==> src/rtl/mmu_data_responder_pkg.sv <==
// Shared definitions for the memory-side data responder.
// Holds the FSM state encoding, the access-size codes and a helper that
// returns the zero-extension mask for a given access size.
package mmu_data_responder_pkg;

  // FSM states. The numeric values are visible on the debug state port.
  typedef enum logic [1:0] {
    ST_IDLE = 2'd0,
    ST_WAIT = 2'd1,
    ST_RESP = 2'd2
  } state_e;

  // Access size codes as carried on mem_size. Code 2'b11 is not a legal size.
  localparam logic [1:0] SZ_B = 2'b00;
  localparam logic [1:0] SZ_H = 2'b01;
  localparam logic [1:0] SZ_W = 2'b10;

  // Bits kept from a right-aligned load word for each size.
  function automatic logic [31:0] size_keep(input logic [1:0] size);
    logic [31:0] keep;
    case (size)
      SZ_B:    keep = 32'h0000_00FF;
      SZ_H:    keep = 32'h0000_FFFF;
      SZ_W:    keep = 32'hFFFF_FFFF;
      default: keep = 32'h0000_0000;
    endcase
    return keep;
  endfunction

endpackage

==> src/rtl/mmu_data_responder_lane_align.sv <==
// Combinational byte-lane alignment for a word-wide RAM.
// Ports:
//   size_i      access size code (byte/half/word, 2'b11 illegal)
//   addr_lo_i   byte offset within the word (addr[1:0])
//   wdata_i     LSB-aligned store data
//   rdata_i     raw RAM read word
//   wmask_o     byte enables for the addressed lanes
//   wdata_o     store data shifted onto the addressed lanes
//   rdata_o     load data shifted down to bit 0 and zero-extended to size
//   misalign_o  access crosses its natural alignment or size is illegal
module mmu_data_responder_lane_align
  import mmu_data_responder_pkg::*;
(
  input  logic [1:0]  size_i,
  input  logic [1:0]  addr_lo_i,
  input  logic [31:0] wdata_i,
  input  logic [31:0] rdata_i,
  output logic [3:0]  wmask_o,
  output logic [31:0] wdata_o,
  output logic [31:0] rdata_o,
  output logic        misalign_o
);

  logic [4:0] shamt;

  always_comb begin
    shamt   = {addr_lo_i, 3'b000};
    wdata_o = wdata_i << shamt;
    rdata_o = (rdata_i >> shamt) & size_keep(size_i);
    case (size_i)
      SZ_B: begin
        wmask_o    = 4'b0001 << addr_lo_i;
        misalign_o = 1'b0;
      end
      SZ_H: begin
        // For offset 3 the shifted mask truncates, but that offset is
        // already flagged misaligned so the mask is never used.
        wmask_o    = 4'b0011 << addr_lo_i;
        misalign_o = addr_lo_i[0];
      end
      SZ_W: begin
        wmask_o    = 4'b1111;
        misalign_o = |addr_lo_i;
      end
      default: begin
        wmask_o    = 4'b0000;
        misalign_o = 1'b1;
      end
    endcase
  end

endmodule

==> src/rtl/mmu_data_responder.sv <==
// Memory-side responder for the core's mem_valid / mmu_data_ready handshake.
// One load or store is accepted per transaction, waits LATENCY cycles, is
// run against a synchronous word-wide RAM, and completes with a single-cycle
// mmu_data_ready pulse. Misaligned, illegal-size or out-of-range requests
// complete one cycle after acceptance with mmu_fault=1 and never touch RAM.
//
// Handshake: the core raises mem_valid and holds it (fields stable) until it
// sees mmu_data_ready=1 for one cycle. A request is taken only in IDLE; the
// ready cycle itself ignores mem_valid, so a held or new request is taken on
// the following IDLE cycle.
//
// Ports:
//   clk, rst_n        clock, asynchronous active-low reset
//   mem_valid/we/size/addr/wdata   request from the core
//   mmu_data_ready    one-cycle completion pulse
//   mmu_rdata         LSB-aligned zero-extended load data (valid with ready)
//   mmu_fault         fault flag (valid with ready)
//   ram_en/we/addr/wmask/wdata     synchronous RAM port, combinational
//   ram_rdata         RAM read data, one cycle after ram_en
//   dbg_state         current FSM state (state_e encoding)
module mmu_data_responder
  import mmu_data_responder_pkg::*;
#(
  parameter int LATENCY = 1,
  parameter int RAM_AW  = 12
) (
  input  logic              clk,
  input  logic              rst_n,
  input  logic              mem_valid,
  input  logic              mem_we,
  input  logic [1:0]        mem_size,
  input  logic [31:0]       mem_addr,
  input  logic [31:0]       mem_wdata,
  output logic              mmu_data_ready,
  output logic [31:0]       mmu_rdata,
  output logic              mmu_fault,
  output logic              ram_en,
  output logic              ram_we,
  output logic [RAM_AW-1:0] ram_addr,
  output logic [3:0]        ram_wmask,
  output logic [31:0]       ram_wdata,
  input  logic [31:0]       ram_rdata,
  output logic [1:0]        dbg_state
);

  if (LATENCY < 1) begin : g_bad_latency
    $error("mmu_data_responder: LATENCY must be at least 1");
  end

  // The counter only ever holds LATENCY-1 down to 0.
  localparam int CNT_W = (LATENCY > 1) ? $clog2(LATENCY) : 1;
  localparam logic [CNT_W-1:0] CNT_INIT = CNT_W'(LATENCY - 1);

  state_e              state_q, state_d;
  logic [CNT_W-1:0]    cnt_q, cnt_d;
  logic                we_q, we_d;
  logic [1:0]          size_q, size_d;
  logic [RAM_AW+1:0]   addr_q, addr_d;
  logic [31:0]         wdata_q, wdata_d;
  logic                fault_q, fault_d;

  logic [1:0]  la_size;
  logic [1:0]  la_addr_lo;
  logic [3:0]  la_wmask;
  logic [31:0] la_wdata;
  logic [31:0] la_rdata;
  logic        la_misalign;
  logic        out_of_range;

  // In IDLE the aligner looks at the incoming request so the fault check is
  // made at acceptance; in every other state it works on the latched request.
  assign la_size    = (state_q == ST_IDLE) ? mem_size      : size_q;
  assign la_addr_lo = (state_q == ST_IDLE) ? mem_addr[1:0] : addr_q[1:0];

  // Any address bit above the RAM's byte range makes the access invalid.
  assign out_of_range = (mem_addr >> (RAM_AW + 2)) != 32'd0;

  mmu_data_responder_lane_align u_lane_align (
    .size_i     (la_size),
    .addr_lo_i  (la_addr_lo),
    .wdata_i    (wdata_q),
    .rdata_i    (ram_rdata),
    .wmask_o    (la_wmask),
    .wdata_o    (la_wdata),
    .rdata_o    (la_rdata),
    .misalign_o (la_misalign)
  );

  always_ff @(posedge clk or negedge rst_n) begin
    if (!rst_n) begin
      state_q <= ST_IDLE;
      cnt_q   <= '0;
      we_q    <= 1'b0;
      size_q  <= 2'b00;
      addr_q  <= '0;
      wdata_q <= 32'd0;
      fault_q <= 1'b0;
    end else begin
      state_q <= state_d;
      cnt_q   <= cnt_d;
      we_q    <= we_d;
      size_q  <= size_d;
      addr_q  <= addr_d;
      wdata_q <= wdata_d;
      fault_q <= fault_d;
    end
  end

  always_comb begin
    state_d        = state_q;
    cnt_d          = cnt_q;
    we_d           = we_q;
    size_d         = size_q;
    addr_d         = addr_q;
    wdata_d        = wdata_q;
    fault_d        = fault_q;
    ram_en         = 1'b0;
    mmu_data_ready = 1'b0;
    mmu_rdata      = 32'd0;
    mmu_fault      = 1'b0;

    case (state_q)
      ST_IDLE: begin
        if (mem_valid) begin
          we_d    = mem_we;
          size_d  = mem_size;
          addr_d  = mem_addr[RAM_AW+1:0];
          wdata_d = mem_wdata;
          cnt_d   = CNT_INIT;
          fault_d = la_misalign | out_of_range;
          state_d = fault_d ? ST_RESP : ST_WAIT;
        end
      end
      ST_WAIT: begin
        if (cnt_q != '0) begin
          cnt_d = cnt_q - CNT_W'(1);
        end else begin
          ram_en  = 1'b1;
          state_d = ST_RESP;
        end
      end
      ST_RESP: begin
        mmu_data_ready = 1'b1;
        mmu_fault      = fault_q;
        // The RAM read issued in the last WAIT cycle lands here.
        if (!fault_q && !we_q) begin
          mmu_rdata = la_rdata;
        end
        state_d = ST_IDLE;
      end
      default: begin
        state_d = ST_IDLE;
      end
    endcase
  end

  // RAM port is quiet (all zero) except in the single access cycle.
  assign ram_we    = ram_en & we_q;
  assign ram_addr  = ram_en ? addr_q[RAM_AW+1:2] : '0;
  assign ram_wmask = ram_en ? la_wmask : 4'b0000;
  assign ram_wdata = ram_en ? la_wdata : 32'd0;
  assign dbg_state = state_q;

endmodule

==> config.mk <==
export PLATFORM = sky130hd
export DESIGN_NAME = mmu_data_responder
export DESIGN_NICKNAME = d
export VERILOG_FILES = /design/src/rtl/mmu_data_responder_pkg.sv /design/src/rtl/mmu_data_responder_lane_align.sv /design/src/rtl/mmu_data_responder.sv
export SDC_FILE = /design/constraint.sdc
export NUM_CORES = 1
export LEC_CHECK = 0
export CAP_MARGIN = 10
export CORE_MARGIN = 1.5
export CORE_UTILIZATION = 42
export CTS_CLUSTER_SIZE = 24
export DETAILED_ROUTE_END_ITERATION = 10
export GPL_TIMING_DRIVEN = 0
export HOLD_SLACK_MARGIN = 0.06
export PLACE_DENSITY_LB_ADDON = 0.12
export SETUP_SLACK_MARGIN = 0.4
export SLEW_MARGIN = 20
export SYNTH_ARGS = -nofsm -noshare
export SYNTH_HDL_FRONTEND = slang
export SYNTH_HIERARCHICAL = 1
export SYNTH_SLANG_ARGS = --single-unit
==> constraint.sdc <==
create_clock -name clk -period 3.1 [get_ports clk]
set_input_delay 0.93 -clock clk [delete_from_list [all_inputs] [get_ports clk]]
set_output_delay 0.93 -clock clk [all_outputs]
set_load 0.02 [all_outputs]
==> metrics.md <==
| Metric | Value |
|---|---|
| Status | complete, but fails checks |
| Violated checks | setup timing |
| Peak VDD IR | 0.233 mV |
| RSZ-0062 raised after global routing | true |
| Port-buffer cells | 187 |
| CTS buffer count | 5 |
| R2r worst-path depth | 12 |
| Fin Setup TNS | -15.50 ns |
| Critical path class | reg -> out |
| Tot Pwr | 0.00267 W |
| Final setup vio count | 68 |
| Min cycle time layout | 3.46 ns |
| Drt pass-1 iters | 4 |
| Final RePlAce weighted congestion | 0.847 |
| Clk sink count | 52 |
| Synth Warn # | 6 |
| Die height | 99.4 µm |
| PwrDens | 338 nW/µm² |
| Vias after detailed routing | 4589 |
| Fin. Hold Viols | 0 |
| Clock-pin slew on the worst setup and hold paths | 0.10 ns |
| Worst hold path type | reg -> reg |
| Last element of the critical path | mmu_rdata[1] |
| Slew @ Worst Pin | 0.685 ns |
| Cells after Synth | 404 |
| Worst hold margin | 0.509 ns |
| CTS Buffer Depth | 2 |
| Worst Path Max Fanout | 8 |
| Lkg Pwr | 3.31 nW |
| Net count after synthesis | 509 |
| Post-synth EDFFs | 0 |
| Largest net degree at the start of global routing | 53 |
| Comb pwr share | 51.5% |
| Total grt overflow | 0 |
| Rows | 34 |
| Avg Inst Size Synth | 9.65 µm² |
| Initial core utilization | 44.1% |
| Clock Latency Late Sink | 0.31 ns |
| DRT iter0 DRCs | 282 |
| Max_slew headroom | 54.4% |
| Util after Layout | 89.3% |
| Post-CTS Hold Fix Bufs | 0 |
| Layout Area Growth over Synthesis | 103% |
| Worst EP required | 2.17 ns |
| Routed WL | 19.3 mm |
| Post-route ant nets | 0 |
| Most frequent cells in the layout | clkdlybuf4s50_1 (113), buf_6 (102), and2_4 (72) |
| Max cap viols | 0 |
| Crit path launch type | flip-flop |
| Die width | 99.4 µm |
| Setup WS pre-CTS | -0.969 ns |
| Reg-to-reg endpoint | dbg_state[0] |
| Layout Nets | 752 |
| Post-Syn Area | 3900 µm² |
| Core footprint | 8850 µm² |
| Initial antenna violation count | 0 |
| Library cells used by synthesis | 36 |
| Crit end category | primary output |
| Seq pwr share | 33.0% |
| Clk_skew | 0.00883 ns |
| Main flop type after synthesis | dfrtp_1 |
| Switching pwr | 0.000984 W |
| # diodes | 0 |
| Max-slew violations | 0 |
| Synthesized flop and latch total | 52 |
| CTS tree | built |
| DR WL/cell | 25.6 µm |
| CTS H-tree lvls | 2 |
| F_max | 289 MHz |
| Io pins | 188 |
| PnR worst setup slack | -0.355 ns |
| Worst Hold Depth | 1 |
| FFs w/ async S/R, synth | 100% |
| R2r startpoint | dbg_state[1] |
| Vias in the first global route | 4602 |
| Reg2reg setup slack | 0.41 ns |
| First-pass GRT wire length | 24.5 mm |
| Sequential area share after synthesis | 33.4% |
| Post-DP HPWL | 9.56 mm |
| Die ar. | 9870 µm² |
| Most common cell after layout, fill and taps aside | clkdlybuf4s50_1 |
| Switching part of the total power | 36.9% |
| CP Launch Point | dbg_state[1] |
| Clock power share | 15.5% |
| Final Cycle Share | 111% |
| Int Power | 0.00169 W |
| Root Driver | clkbuf_8 |
| Via density | 6.07 |
| Fraction of layout instances using a drive strength above 1 | 60.5% |
| Final routed DRC violation total | 0 |
| GRT Overall Usage | 31.9% |
| CP arrival | 2.53 ns |
==> repair_timing <==
| action | in CTS | in global routing |
|---|---|---|
| buffers inserted | 27 | 12 |
| endpoints found under the setup margin | 86 | 85 |
| resized for setup | 567 | 93 |
| cloned | 8 | 2 |
| pin swaps | 30 | 38 |
==> registers in the layout (all words and copies together), names as in the netlist <==
register / flops
addr_q: 14
wdata_q: 32
we_q: 1
fault_q: 1
dbg_state: 2
size_q: 2
==> worst min-delay path by stage <==
stage	slack, ns	startpoint	to
2_1_floorplan	0.46	wdata_q[16]	wdata_q[16]
3_3_place_gp	0.47	wdata_q[16]	wdata_q[16]
4_1_cts	0.51	addr_q[8]	addr_q[8]
6_report	0.51	addr_q[9]	addr_q[9]
3_5_place_dp	0.47	wdata_q[16]	wdata_q[16]
5_1_grt	0.53	addr_q[9]	addr_q[9]
==> through the flow <==
step / instances / area (µm²)
CTS: 742 / 7330
global placement: 699 / 6240
floorplan: 404 / 4230
global route: 756 / 7900
detailed placement: 699 / 6230
finish: 756 / 7900
==> power groups by stage <==
stage	logic, W	registers, W	clock network (W)
6_report	0.00137	0.000881	0.000414
5_1_grt	0.00141	0.000888	0.000443
4_1_cts	0.00108	0.000852	0.000406
3_5_place_dp	0.000762	0.000855	0
3_3_place_gp	0.000742	0.000849	0
2_1_floorplan	0.000501	0.000833	0
==> worst max-delay path, cell delays in order, from the launching register on <==
cell and delay (ns):
dfrtp_2 0.47, nor2_4 0.22, buf_6 0.13, mux2_4 0.31
buf_12 0.16, buf_12 0.14, buf_4 0.14, mux2i_1 0.22
o22ai_2 0.14, and2_4 0.16, buf_6 0.12
==> synthesized netlist by cell type (2+ instances only) <==
cell type	count	area, µm²
o21ai_1	6	30.0
nor2b_1	19	119
a211oi_1	25	188
and3_1	10	62.6
nor3b_4	2	37.5
or4_1	2	15.0
a21oi_1	10	50.1
o22ai_1	7	43.8
mux2_1	18	203
clkbuf_1	6	22.5
clkbuf_2	3	15.0
o21ai_0	6	30.0
inv_1	2	7.51
buf_2	6	30.0
mux2_2	35	394
dfrtp_1	52	1300
buf_6	10	113
nor4_1	2	12.5
nor2_1	21	78.8
buf_4	4	30.0
buf_1	2	7.51
ha_1	3	37.5
nand2_1	18	67.6
mux2i_1	32	320
nor3_1	2	10.0
and2_1	90	563
buf_8	2	30.0
==> area by class of cell <==
class | count | area, µm²
Multi-Input combinational cell | 316 | 3300
Timing Repair Buffer | 235 | 2580
Sequential cell | 52 | 1300
Fill cell | 346 | 950
Buffer | 33 | 448
Tap cell | 108 | 135
Clock buffer | 6 | 72.6
Inverter | 3 | 28.8
Timing Repair inverter | 1 | 16.3
Clock inverter | 2 | 13.8
==> per-layer routing <==
layer,track usage [%],vias to the layer above,wire length (µm)
met4,15.6,0,1160
met5,0,-,0
li1,-,1881,-
met1,38.3,2243,7190
met3,7.45,102,1750
met2,53.6,363,9220
==> kinds of logic (layout without fill, tap and decap cells) <==
family / after synthesis / count (layout) / synth area share (%)
mux: 85 / 85 / 23.5
compound gates: 58 / 58 / 9.75
fa+ha+maj: 3 / 3 / 0.963
simple gates: 170 / 170 / 25.6
flops: 52 / 52 / 33.4
buf+inv: 36 / 280 / 6.77
(Power assumes the default switching activity.)
